## config.mk

```make
export PLATFORM = sky130hd
export DESIGN_NAME = gfx_cmd_assembler
export DESIGN_NICKNAME = d
export VERILOG_FILES = /design/src/rtl/gfx_cmd_pkg.sv /design/src/rtl/gfx_idle_timer.sv /design/src/rtl/gfx_cmd_assembler.sv
export SDC_FILE = /design/constraint.sdc
export NUM_CORES = 1
export LEC_CHECK = 0
export BUFFER_PORTS_ARGS = -buffer_cell sky130_fd_sc_hd__buf_4
export CORE_MARGIN = 8
export CORE_UTILIZATION = 25
export CTS_CLUSTER_DIAMETER = 40
export DETAILED_ROUTE_END_ITERATION = 12
export GPL_ROUTABILITY_DRIVEN = 0
export PLACE_DENSITY = 0.54
export SLEW_MARGIN = 20
export SYNTH_ARGS = -nofsm -noshare
export SYNTH_HDL_FRONTEND = slang
export SYNTH_SLANG_ARGS = --single-unit
```

## constraint.sdc

```tcl
create_clock -name clk -period 2.42 [get_ports clk]
set_clock_uncertainty 0.15 [all_clocks]
set_input_delay 0.121 -clock clk [delete_from_list [all_inputs] [get_ports clk]]
set_output_delay 0.121 -clock clk [all_outputs]
set_load 0.05 [all_outputs]
```

## src/rtl/gfx_cmd_pkg.sv

```systemverilog
// Shared constants for the graphics command assembler: opcodes, op layout, FSM states.
package gfx_cmd_pkg;

    // Opcode byte values carried in the last byte of every op
    localparam logic [7:0] OP_NOP  = 8'h00;
    localparam logic [7:0] OP_LINE = 8'h01;
    localparam logic [7:0] OP_AUX  = 8'h02;

    // Op geometry: 16 bytes, the opcode is the last one
    localparam int OP_BYTES    = 16;
    localparam int OPCODE_BYTE = 15;
    localparam int OP_W        = OP_BYTES * 8;

    // Byte offsets of the fields inside an op (multi-byte fields are sent MSB first)
    localparam int X1_B    = 0;
    localparam int Y1_B    = 2;
    localparam int X2_B    = 4;
    localparam int Y2_B    = 6;
    localparam int COLOR_B = 8;

    // Assembler states
    typedef enum logic [1:0] {
        ST_COLLECT   = 2'd0,
        ST_SEND_LINE = 2'd1,
        ST_SEND_AUX  = 2'd2
    } state_t;

endpackage

```

## src/rtl/gfx_idle_timer.sv

```systemverilog
// Inter-byte idle timer: counts idle cycles while enabled and flags the cycle on
// which the last allowed idle cycle is reached. Clear or a disabled cycle holds it at 0.
module gfx_idle_timer #(
    parameter int TIMEOUT_CYCLES = 1024,
    parameter int TO_LOG2        = 10
) (
    input  logic clk,
    input  logic rst_,
    input  logic clear,
    input  logic enable,
    output logic expired
);

    localparam logic [TO_LOG2-1:0] TMR_LAST = TO_LOG2'(TIMEOUT_CYCLES - 1);
    localparam logic [TO_LOG2-1:0] TMR_ONE  = TO_LOG2'(1);
    localparam logic [TO_LOG2-1:0] TMR_ZERO = {TO_LOG2{1'b0}};

    logic [TO_LOG2-1:0] tmr_r;
    logic [TO_LOG2-1:0] tmr_nxt_s;

    assign expired = enable && (tmr_r == TMR_LAST);

    // Next timer value: wrap to zero on expiry so the partial op restarts cleanly
    always_comb begin
        tmr_nxt_s = tmr_r;
        if (clear || !enable || expired) begin
            tmr_nxt_s = TMR_ZERO;
        end else begin
            tmr_nxt_s = tmr_r + TMR_ONE;
        end
    end

    // Timer register
    always_ff @(posedge clk or negedge rst_) begin
        if (!rst_) begin
            tmr_r <= TMR_ZERO;
        end else begin
            tmr_r <= tmr_nxt_s;
        end
    end

endmodule

```

## src/rtl/gfx_cmd_assembler.sv

```systemverilog
// Assembles a host byte stream into 128-bit graphics ops, decodes the opcode byte
// and hands LINE ops to the line engine and AUX ops to the auxiliary engine.
// NOPs are dropped silently; illegal opcodes and inter-byte timeouts bump err_cnt.
module gfx_cmd_assembler
    import gfx_cmd_pkg::*;
#(
    parameter int TIMEOUT_CYCLES = 1024,
    parameter int TO_LOG2        = 10
) (
    input  logic            clk,
    input  logic            rst_,
    input  logic [7:0]      in_byte,
    input  logic            in_rts,
    output logic            in_rtr,
    output logic [OP_W-1:0] line_op,
    output logic            line_rts,
    input  logic            line_rtr,
    output logic [OP_W-1:0] aux_op,
    output logic            aux_rts,
    input  logic            aux_rtr,
    output logic [7:0]      err_cnt
);

    localparam int                CNT_W    = $clog2(OP_BYTES);
    localparam logic [CNT_W-1:0]  LAST_IDX = CNT_W'(OPCODE_BYTE);
    localparam logic [CNT_W-1:0]  CNT_ONE  = CNT_W'(1);
    localparam logic [CNT_W-1:0]  CNT_ZERO = {CNT_W{1'b0}};
    localparam logic [OP_W-1:0]   OP_ZERO  = {OP_W{1'b0}};

    state_t            state_r, state_nxt_s;
    logic [CNT_W-1:0]  cnt_r, cnt_nxt_s;
    logic [OP_W-9:0]   buf_r;
    logic [OP_W-1:0]   full_op_s;
    logic [OP_W-1:0]   line_op_r, line_op_nxt_s;
    logic [OP_W-1:0]   aux_op_r, aux_op_nxt_s;
    logic              line_rts_r, line_rts_nxt_s;
    logic              aux_rts_r, aux_rts_nxt_s;
    logic              in_rtr_r, in_rtr_nxt_s;
    logic [7:0]        err_r, err_nxt_s;
    logic              err_inc_s;
    logic              accept_s;
    logic              tmr_en_s, tmr_clr_s, tmr_exp_s;

    // Bytes shift in from the top, so after 15 bytes byte k sits at bits [8k+7:8k]
    assign accept_s  = in_rts && in_rtr_r;
    assign full_op_s = {in_byte, buf_r};
    assign tmr_en_s  = (state_r == ST_COLLECT) && (cnt_r != CNT_ZERO) && !accept_s;
    assign tmr_clr_s = !tmr_en_s;

    gfx_idle_timer #(
        .TIMEOUT_CYCLES (TIMEOUT_CYCLES),
        .TO_LOG2        (TO_LOG2)
    ) u_idle_timer (
        .clk     (clk),
        .rst_    (rst_),
        .clear   (tmr_clr_s),
        .enable  (tmr_en_s),
        .expired (tmr_exp_s)
    );

    // Next-state, byte count, opcode decode and output register inputs
    always_comb begin
        state_nxt_s    = state_r;
        cnt_nxt_s      = cnt_r;
        line_op_nxt_s  = line_op_r;
        aux_op_nxt_s   = aux_op_r;
        line_rts_nxt_s = line_rts_r;
        aux_rts_nxt_s  = aux_rts_r;
        err_inc_s      = 1'b0;
        case (state_r)
            ST_COLLECT: begin
                if (accept_s) begin
                    if (cnt_r == LAST_IDX) begin
                        cnt_nxt_s = CNT_ZERO;
                        case (in_byte)
                            OP_LINE: begin
                                line_op_nxt_s  = full_op_s;
                                line_rts_nxt_s = 1'b1;
                                state_nxt_s    = ST_SEND_LINE;
                            end
                            OP_AUX: begin
                                aux_op_nxt_s  = full_op_s;
                                aux_rts_nxt_s = 1'b1;
                                state_nxt_s   = ST_SEND_AUX;
                            end
                            OP_NOP:  err_inc_s = 1'b0;
                            default: err_inc_s = 1'b1;
                        endcase
                    end else begin
                        cnt_nxt_s = cnt_r + CNT_ONE;
                    end
                end else if (tmr_exp_s) begin
                    cnt_nxt_s = CNT_ZERO;
                    err_inc_s = 1'b1;
                end else begin
                    cnt_nxt_s = cnt_r;
                end
            end
            ST_SEND_LINE: begin
                if (line_rtr) begin
                    line_rts_nxt_s = 1'b0;
                    state_nxt_s    = ST_COLLECT;
                end else begin
                    line_rts_nxt_s = 1'b1;
                end
            end
            ST_SEND_AUX: begin
                if (aux_rtr) begin
                    aux_rts_nxt_s = 1'b0;
                    state_nxt_s   = ST_COLLECT;
                end else begin
                    aux_rts_nxt_s = 1'b1;
                end
            end
            default: begin
                state_nxt_s    = ST_COLLECT;
                cnt_nxt_s      = CNT_ZERO;
                line_rts_nxt_s = 1'b0;
                aux_rts_nxt_s  = 1'b0;
            end
        endcase
        in_rtr_nxt_s = (state_nxt_s == ST_COLLECT) ? 1'b1 : 1'b0;
        err_nxt_s    = (err_inc_s && (err_r != 8'hFF)) ? (err_r + 8'd1) : err_r;
    end

    // FSM state register
    always_ff @(posedge clk or negedge rst_) begin
        if (!rst_) begin
            state_r <= ST_COLLECT;
        end else begin
            state_r <= state_nxt_s;
        end
    end

    // Byte count, handshake flags, op registers and error counter
    always_ff @(posedge clk or negedge rst_) begin
        if (!rst_) begin
            cnt_r      <= CNT_ZERO;
            line_op_r  <= OP_ZERO;
            aux_op_r   <= OP_ZERO;
            line_rts_r <= 1'b0;
            aux_rts_r  <= 1'b0;
            in_rtr_r   <= 1'b0;
            err_r      <= 8'd0;
        end else begin
            cnt_r      <= cnt_nxt_s;
            line_op_r  <= line_op_nxt_s;
            aux_op_r   <= aux_op_nxt_s;
            line_rts_r <= line_rts_nxt_s;
            aux_rts_r  <= aux_rts_nxt_s;
            in_rtr_r   <= in_rtr_nxt_s;
            err_r      <= err_nxt_s;
        end
    end

    // Assembly buffer for bytes 0..14 of the op in progress
    always_ff @(posedge clk or negedge rst_) begin
        if (!rst_) begin
            buf_r <= {(OP_W-8){1'b0}};
        end else if (accept_s) begin
            buf_r <= full_op_s[OP_W-1:8];
        end else begin
            buf_r <= buf_r;
        end
    end

    assign in_rtr   = in_rtr_r;
    assign line_op  = line_op_r;
    assign line_rts = line_rts_r;
    assign aux_op   = aux_op_r;
    assign aux_rts  = aux_rts_r;
    assign err_cnt  = err_r;

endmodule

```

# ---- Word-level counts from Yosys, hierarchy flattened
# Cells that the tools add are included.
dict set report word_totals {
  reg_bits 403
  inputBits 13
  out_inout_bits 267
  wordCells 74
}
dict set report op_classes {
  addsub 3
  eq_ne 12
  n_mux 27
  bitwise_logic 3
  n_reduce_logical 19
}
# operator n
set ops {}
lappend ops {{AND reduction 4 bit} 4}
lappend ops {{2-to-1 mux 1 bit} 14}
lappend ops {{2-to-1 mux 4 bit} 3}
lappend ops {{adder 10 x 1 -> 10 bit (second input constant)} 1}
lappend ops {{== test 10 bit (second input constant)} 1}
lappend ops {{2-to-1 mux 10 bit} 1}
lappend ops {{adder 8 x 1 -> 8 bit (second input constant)} 1}
lappend ops {{== test 8 x 1 -> 1 bit (second input constant)} 1}
lappend ops {{== test 8 x 2 -> 1 bit (second input constant)} 1}
lappend ops {{logical NOT 8 bit} 1}
lappend ops {{2-to-1 mux 2 bit} 4}
lappend ops {{!= test 8 bit (second input constant)} 1}
lappend ops {{one-hot mux 4 bit (2 select lines)} 1}
lappend ops {{!= test 2 x 1 -> 1 bit (second input constant)} 3}
lappend ops {{one-hot mux 1 bit (3 select lines)} 2}
lappend ops {{one-hot mux 2 bit (3 select lines)} 1}
lappend ops {{logical AND 1 bit} 5}
lappend ops {{adder 4 x 1 -> 4 bit (second input constant)} 1}
lappend ops {{== test 4 bit (second input constant)} 1}
lappend ops {{logical NOT 2 bit} 2}
lappend ops {{one-hot mux 2 bit (2 select lines)} 1}
lappend ops {{nonzero test 4 bit} 1}
lappend ops {{!= test 3 x 2 -> 1 bit (second input constant)} 1}
lappend ops {{NOT 1 bit} 3}
lappend ops {{other kinds (8)} 9}

# ---- Depth between registers and ports, before layout
# Gate-level depths: netlist of run 1.
dict set report depth {
  word_depth 8
  mapped_depth 10
  mapped_depth_nobuf 7
}

# ---- By module
# Synthesis of run 1 repeated with hierarchy kept, for this count alone.
dict set report unflattened {
  hier_cells 1211
  hier_area_um2 15468.6
}
# module n_inst cells_per_inst area_per_inst_um2
set by_module_without_submodules {}
lappend by_module_without_submodules {gfx_cmd_assembler 1 1159 14975.6}
lappend by_module_without_submodules {gfx_idle_timer 1 52 493.0}

# ---- Worst setup path after synthesis of run 1
# OpenSTA, ideal clock, no wires.
dict set report synth_path {
  kind {reg2reg}
  from {reg err_r[0], in the netlist err_cnt[0]}
  to {reg err_r[1], in the netlist err_cnt[1]}
  t_arrival_ps 1938
  required_ps 2145
  path_slack_ps 207
  stages_incl_launch_ff 6
  n_path_buf 0
  period_less_slack_ps 2213
  path_cell_list {dfrtp_1 ha_1 nand3_1 nor3_1 nor2_1 mux2_2}
}
dict set report synth_between {
  elab_chain_len 2
  elab_cells_between_ends 3
  classes_between {add/sub: 1; eq/ne: 1; reduce/logical: 1}
}
# item line
set synth_lines {}
lappend synth_lines {{start: declaration} gfx_cmd_assembler.sv:39} ;# logic [7:0] err_r, err_nxt_s;
lappend synth_lines {{start signal: assignment} gfx_cmd_assembler.sv:152} ;# err_r <= err_nxt_s;
lappend synth_lines {{parallel branches: the longest is 2 deep, another holds adder 8 x 1 -> 8 bit} -}
# Parallel ways; which one is timed is not known.
# A chain may end at the register's enable or synchronous reset.

# ---- Worst setup path after layout of run 1
dict set report layout_path {
  from {reg cnt_r[0]}
  to {reg line_op_r[57], in the netlist line_op[57]}
}
dict set report layout_between {
  elab_chain_len 2
}
# item line
set layout_lines {}
lappend layout_lines {{start: declaration} gfx_cmd_assembler.sv:31} ;# logic [CNT_W-1:0] cnt_r, cnt_nxt_s;
lappend layout_lines {{start signal: assignment} gfx_cmd_assembler.sv:146} ;# cnt_r <= cnt_nxt_s;
lappend layout_lines {{== test 4 bit} gfx_cmd_assembler.sv:73} ;# if (cnt_r == LAST_IDX) begin
lappend layout_lines {{AND reduction 4 bit (no line)} -}
lappend layout_lines {{end signal: assignment} gfx_cmd_assembler.sv:147} ;# line_op_r <= line_op_nxt_s;
lappend layout_lines {{end: declaration} gfx_cmd_assembler.sv:34} ;# logic [OP_W-1:0] line_op_r, line_op_nxt_s;
# Every way passes these cells.

==> metrics.md, run 1 <==
| Metric | Value |
|---|---|
| Fin Setup TNS | `0 ns` |
| DR vias | `approximately 10,000` |
| Sequential share of the synthesized area | `around 64%` |
| Status | `finished, final reports clean` |
| Startpoint Class | `register` |
| Worst-Margin Slew | `roughly 0.73 ns` |
| Vias in the first global route | `11,000` |
| Worst Path Arrival | `2.57 ns` |
| Minimum clock period | `between 2 and 2.5 ns` |
| Max-slew violation count | `0` |
| Netlist Area Pre-Place | `between 0.015 and 0.02 sq mm` |
| # setup viols final | `0` |
| Final wirelength | `around 43 mm` |
| PD cells | `907 mW/mm^2` |
| Slowest CP cell | `dfrtp_1` |
| Number of buffers created by CTS | `a little under 70` |
| FF-to-FF path depth | `6` |
| Number of synthesized flops with an enable pin | `0` |
| Antenna violations before repair | `1` |
| Wire per inst | `~18 microns` |
| Area share of fa/ha/maj cells after synthesis | `less than 1%` |
| Reg-to-Reg End | `line_op[57]` |
| Input/output buffers | `approximately 280` |
| Layout area overhead | `36.1%` |
| Netlist cell types | `45` |
| CTS Root Cell | `clkbuf_16` |
| Tightest hold margin | `about 0.12 ns` |
| R2R setup slack | `approximately 0.14 ns` |
| Synth top area share | `between 60 and 70%` |
| Max clock buf depth | `3` |
| Worst slew margin | `50.8%` |
| Die ar. | `about 0.071 sq mm` |
| Largest net degree at the start of global routing | `73` |
| Post-synthesis compound-gate area fraction | `under 10%` |
| Fin. Hold Viols | `0` |
| Placed cell count | `between 2,000 and 2,500` |
| Post-synth top flop | `dfrtp_1` |
| Number of diodes | `0` |
| Largest family of logic cells by synthesized area | `multiplexers` |
| CP Cell Sequence | `ha_1, and3_1, and3_2, nand3_4, buf_12, mux2_2` |
| Initial Utilization | `approximately a quarter` |
| Dpl ws | `around 0.11 ns` |
| Synth Area per Inst | `between 10 and 15 sq um` |
| Vias/cell | `4.13` |
| Post-synth top area cell | `dfrtp_1` |
| Final period util | `between 90% and 100%` |
| Async SR Flop Fraction | `100%` |
| Mux contribution to synthesized area | `18.5%` |
| Final nets | `1,567` |
| Xor/xnor cell area share of the yosys netlist | `0.779%` |
| Clk sink count | `about 400` |
| DR iter-0 viols | `between 500 and 600` |
| Final Core Density | `34.2%` |
| CTS tree | `yes` |
| GRT Residual Overflow | `0` |
| Fmax achieved | `440 MHz` |
| Max incr delay on CP | `around 0.40 ns` |
| Filler cells | `6,290` |
| RSZ-0062 raised after global routing | `no` |
| First-pass GRT wire length | `about 67 mm` |
| Num rows | `92` |
| Synth warn | `0` |
| Layout cells sized above 1 | `43.0%` |
| Num ports | `between 200 and 300` |
| Placed instance area | `between 0.015 and 0.02 sq mm` |
| R2r startpoint | `cnt_r[0]` |
| Leakage | `11.0 nW` |
| Die H | `about 270 microns` |
| Drt pass-1 iters | `4` |
| Critical Path RT | `between 2 and 3 ns` |
| Clock transition at path regs | `0.06 ns` |
| Max Cap Viol | `0` |
| Total power | `~19 mW` |
| Post-route cell area | `between 0.02 and 0.025 sq mm` |
| Commonest cells post-synth | `dfrtp_1, nand2_1, mux2_2` |
| Post-synthesis register bit count | `a little over 400` |
| Largest cells by area after synthesis | `dfrtp_1, mux2_2, nand2_1` |
| Detail Placement HPWL | `29.6 mm` |
| Clock latency on the worst-skew pair | `~0.58 ns` |
| Core ar. | `0.0626 sq mm` |
| Max VDD drop | `0.480 mV` |
| Syn Nets | `1,219` |
| # DRC | `0` |
| Worst setup margin | `~0.14 ns` |
| Simple-Gate Fraction of Synth Area | `11.6%` |
| WS Path Type | `register to register` |
| Count leader, synth | `dfrtp_1` |
| ANT nets after route | `0` |
| Finished Layout Cells | `2,445` |
| CP Max Fanout | `36` |
| CTS H-Tree Depth | `3` |
| Chip width | `roughly 270 microns` |
| Synth Instances | `approximately 1,200` |
| Hold/Removal Path Class | `primary input to asynchronous set/reset pin` |
| Critical Path End Type | `register` |
| Gr usage total | `about an eighth` |
==> layout by cell type (no fill, tap or decap), types with 12 or more instances in the layout <==
| cell type | n |
|---|---|
| mux2_4 | 50 |
| mux2_2 | 191 |
| clkbuf_16 | 70 |
| nor2_1 | 17 |
| dfrtp_1 | 403 |
| dlygate4sd3_1 | 12 |
| buf_4 | 306 |
| nand2_1 | 368 |
| buf_12 | 15 |
| and2_1 | 14 |
| inv_6 | 12 |
==> what timing repair did <==
action | 4_1_cts | 5_1_grt
hold buffers | 13 | 0
setup endpoints to repair | 0 | 24
buffers inserted | 0 | 4
resized for setup | 0 | 1
hold endpoints to repair | 429 | 0
==> worst max-delay path by stage <==
| stage | to | slack (ns) | startpoint |
|---|---|---|---|
| floorplan | err_cnt[1] | 0.21 | err_cnt[0] |
| global placement | line_op[45] | 0.13 | cnt_r[0] |
| detailed placement | line_op[44] | 0.11 | cnt_r[0] |
| CTS | line_op[25] | 0.07 | cnt_r[0] |
| global route | line_op[51] | 0.01 | cnt_r[0] |
| finish | line_op[57] | 0.14 | cnt_r[0] |
==> area by class of cell <==
class | count | area, sq um | area share (%)
inverter | 7 | 26.3 | 0.123
clock buffer | 84 | 1830 | 8.57
tap | 846 | 1060 | 4.94
multi-input combinational | 731 | 5150 | 24.1
clock inverter | 39 | 492 | 2.30
sequential | 403 | 10100 | 47.1
timing repair buffer | 335 | 2760 | 12.9
==> critical path, delay by kind of cell, from the launching register on <==
family | cells | cell delay [ns]
and+or+nand+nor | 3 | 0.67
DFF | 1 | 0.40
muxes | 1 | 0.37
buffers and inverters | 1 | 0.26
adders and majority gates | 1 | 0.25
==> layer usage <==
layer,vias up,GRT usage [%],share of wire [%]
li1,4688,-,-
met1,5112,14.4,42
met2,228,20.3,49
met3,61,3.69,6.8
met4,0,4.23,2.1
met5,-,0,0
==> registers in the layout, indices dropped and copies added, names as in the netlist, 2 cells and up <==
register            cells
buf_r                 120
state_r                 2
err_cnt                 8
line_op               128
aux_op                128
u_idle_timer.tmr_r     10
cnt_r                   4
==> power breakdown <==
group	switching, mW	internal [mW]
Clock	3.40	6.32
Combinational	0.429	0.712
Sequential	1.04	7.53
==> cell families after synthesis <==
kind of cell | count (synthesis)
DFF | 403
AOI/OAI and AO/OA | 24
adders and majority gates | 8
muxes | 242
buffers and inverters | 64
xor gates and xnor gates | 14
and+or+nand+nor | 443
Note: power is estimated with default switching activity, not from simulation.
==> inputs of run 2 (changes only) <==
- ABC_CLOCK_PERIOD_IN_PS: default -> 2420
- SYNTH_HIERARCHICAL: default -> 1
==> run 2 against run 1 <==
Compared with the run above:
- final cell count decreased by 0.45%
- flip-flop and latch count unchanged
- design area increased by 1.4%
- total power increased by 8.8%
- sequential share of layout area decreased by 0.67 points
- critical endpoint is now aux_op[51]
- largest cell class unchanged
- largest power group unchanged
==> metrics.md, run 2 <==
| Metric | Value |
|---|---|
| DR vias | `10,400 (was 10,100)` |
| ANT nets after route | `0 (unchanged)` |
| RSZ-0062 raised after global routing | `no (unchanged)` |
| Clk sink count | `403 (unchanged)` |
| Detail Placement HPWL | `29.2 mm (was 29.6 mm)` |
| Die ar. | `0.0701 sq mm (was 0.0712 sq mm)` |
| Simple-Gate Fraction of Synth Area | `11.7% (was 11.6%)` |
| Initial Utilization | `25.2% (was 25.1%)` |
| Min-Delay Startpoint | `line_op[29]` |
| Commonest non-fill, non-tap cells in the layout | `dfrtp_1, nand2_1, buf_4 (unchanged)` |
| Post-synth top flop | `dfrtp_1 (unchanged)` |
| GRT Residual Overflow | `0 (unchanged)` |
| Final Core Density | `35.3% (was 34.2%)` |
| Core ar. | `0.0615 sq mm (was 0.0626 sq mm)` |
| FF-to-FF path depth | `6 (unchanged)` |
| PD cells | `973 mW/mm^2 (was 907 mW/mm^2)` |
| Hold/Removal Path Class | `register to register (was primary input to asynchronous set/reset pin)` |
| Post-synth top area cell | `dfrtp_1 (unchanged)` |
| Number of buffers created by CTS | `76 (was 68)` |
| Async SR Flop Fraction | `100% (unchanged)` |
| Largest family of logic cells by synthesized area | `multiplexers (unchanged)` |
| Die H | `265 microns (was 267 microns)` |
| Worst-Margin Slew | `0.604 ns (was 0.732 ns)` |
| Post-synthesis compound-gate area fraction | `1.76% (was 1.07%)` |
| Vias/cell | `4.28 (was 4.13)` |
| Gr usage total | `12.3% (was 12.0%)` |
| Commonest non-fill, non-tap cell in the layout | `dfrtp_1 (unchanged)` |
| Post-route cell area | `0.0217 sq mm (was 0.0214 sq mm)` |
| Input/output buffers | `279 (unchanged)` |
| First-pass GRT wire length | `68.7 mm (was 66.9 mm)` |
| Antenna violations before repair | `0 (was 1)` |
| CTS H-Tree Depth | `3 (unchanged)` |
| Largest net degree at the start of global routing | `81 (was 73)` |
| Worst Path Arrival | `2.61 ns (was 2.57 ns)` |
| Final period util | `95.7% (was 94.0%)` |
| # setup viols final | `0 (unchanged)` |
| Hold Crit Depth | `2` |
| Num ports | `280 (unchanged)` |
| Total power | `21.1 mW (was 19.4 mW)` |
| Fin Setup TNS | `0 ns (unchanged)` |
| R2R setup slack | `0.10 ns (was 0.14 ns)` |
| Finished Layout Cells | `2,434 (was 2,445)` |
| Worst slew margin | `59.4% (was 50.8%)` |
| Area share of fa/ha/maj cells after synthesis | `0.647% (was 0.636%)` |
| Fmax achieved | `432 MHz (was 440 MHz)` |
| GR Util met2 | `19.4% (was 20.3%)` |
| Post-synthesis register bit count | `403 (unchanged)` |
| Syn Nets | `1,232 (was 1,219)` |
| DR iter-0 viols | `526 (was 582)` |
| Fin. Hold Viols | `0 (unchanged)` |
| Final wirelength | `43.2 mm (was 42.9 mm)` |
| Netlist cell types | `48 (was 45)` |
| Post-CTS Setup Bufs | `0 (unchanged)` |
| Sequential share of the synthesized area | `65.2% (was 64.1%)` |
| Clock latency on the worst-skew pair | `0.59 ns (was 0.58 ns)` |
| Count leader, synth | `dfrtp_1 (unchanged)` |
| # DRC | `0 (unchanged)` |
| Max Cap Viol | `0 (unchanged)` |
| CTS Root Cell | `clkbuf_16 (unchanged)` |
| Placed cell count | `2,276 (was 2,305)` |
| Largest cells by area after synthesis | `dfrtp_1, mux2_1, nand2_1 (was dfrtp_1, mux2_2, nand2_1)` |
| Leakage | `11.3 nW (was 11.0 nW)` |
| End of the worst hold path | `line_op[29]` |
| GRT busiest layer | `met2 (unchanged)` |
| Chip width | `265 microns (was 267 microns)` |
| Num rows | `91 (was 92)` |
| Max-slew violation count | `0 (unchanged)` |
| CTS tree | `yes (unchanged)` |
| Minimum clock period | `2.32 ns (was 2.28 ns)` |
| Xor/xnor cell area share of the yosys netlist | `0.283% (was 0.779%)` |
| Wire per inst | `17.7 microns (was 17.5 microns)` |
| Netlist Area Pre-Place | `0.0155 sq mm (was 0.0157 sq mm)` |
| Drt pass-1 iters | `4 (unchanged)` |
| Vias in the first global route | `11,200 (was 11,000)` |
| Critical Path RT | `2.72 ns (about the same)` |
| Number of synthesized flops with an enable pin | `0 (unchanged)` |
| Max VDD drop | `0.564 mV (was 0.480 mV)` |
| Commonest cells post-synth | `dfrtp_1, nand2_1, mux2_1 (was dfrtp_1, nand2_1, mux2_2)` |
| Clock transition at path regs | `0.05 ns (was 0.06 ns)` |
| Synth top area share | `65.2% (was 64.1%)` |
| Critical Path End Type | `register (unchanged)` |
| Synth Area per Inst | `12.8 sq um (was 13.1 sq um)` |
| Layout cells sized above 1 | `32.1% (was 43.0%)` |
| Synth Instances | `1,211 (was 1,198)` |
| R2r startpoint | `cnt_r[0] (unchanged)` |
| CP Max Fanout | `58 (was 36)` |
| Synth warn | `6 (was 0)` |
| Placed instance area | `0.0189 sq mm (about the same)` |
| Layout area overhead | `40.4% (was 36.1%)` |
| Final nets | `1,607 (was 1,567)` |
| WS Path Type | `register to register (unchanged)` |
| Status | `finished, final reports clean (unchanged)` |
| Startpoint Class | `register (unchanged)` |
| Reg-to-Reg End | `aux_op[51] (was line_op[57])` |
| Mux contribution to synthesized area | `17.9% (was 18.5%)` |
| M1 GR Usage | `15.8% (was 14.4%)` |
| Max clock buf depth | `3 (unchanged)` |
| Grt met3 use | `3.91% (was 3.69%)` |
## run 2: cell count changes after synthesis, sizes merged, moves of 6 or more
cell	delta
xor2	-8
nor2b	+9
o21ai	+12
and2	-6
nor2	-6
## run 2: through the flow
| stage | setup WS, ns | hold slack [ns] |
|---|---|---|
| final | 0.104 | 0.315 |
| after global routing | 0.00560 | 0.303 |
| after CTS | 0.0279 | 0.261 |
| after detailed placement | -0.0865 | 0.0207 |
| after global placement | 0.000222 | 0.0188 |
| after floorplan | -0.0168 | -0.325 |
## run 2: routing by layer
metal	vias up	routed length [microns]	part of all wire, %
li1	4825	-	-
met1	5235	18900	44
met2	274	20100	47
met3	85	2930	6.8
met4	0	1180	2.7
met5	-	0	0
## run 2: layout make-up
type                    instances  area [sq um]
flip-flops and latches        403         10100
well taps                     790           988
clock inverters                46           549
diodes                          1          2.50
inverters                      11          41.3
repair buffers                353          2940
clock buffers                  89          2050
multi-input cells             741          5060
fillers                      6043         39800
## run 2: power breakdown
group	total [mW]	internal, mW	switching [mW]
Clock	10.7	7.00	3.68
Sequential	8.88	7.69	1.19
Combinational	1.56	0.881	0.682
## run 2: kinds of logic (layout without fill, tap and decap cells)
kind of cell,after synthesis,count (layout)
AO/OA/AOI/OAI,39,39
multiplexers,246,246
XOR/XNOR,5,5
flip-flops,403,403
AND/OR/NAND/NOR,443,443
other,0,1
buffers and inverters,67,499
adder cells (fa/ha/maj),8,8
## run 2: critical path: stages (launching register included)
cell and delay [ns]:
dfrtp_1 0.42, ha_1 0.26, and3_1 0.20, nand4_1 0.16, nor2_4 0.22, buf_12 0.31, mux2_1 0.37
## run 2: repair_timing
item,4_1_cts,5_1_grt
gates resized for setup,3,0
pin swaps,1,2
hold buffers,22,0
endpoints found under the hold margin,420,0
endpoints found under the setup margin,7,7
## run 2: worst max-delay path by stage
stage,startpoint,endpoint,slack (ns)
global route,state_r[0],line_op[43],0.006
floorplan,state_r[1],err_cnt[7],-0.02
global placement,state_r[1],err_cnt[7],0.0002
finish,cnt_r[0],aux_op[51],0.10
CTS,state_r[0],err_cnt[7],0.03
detailed placement,state_r[1],err_cnt[1],-0.09
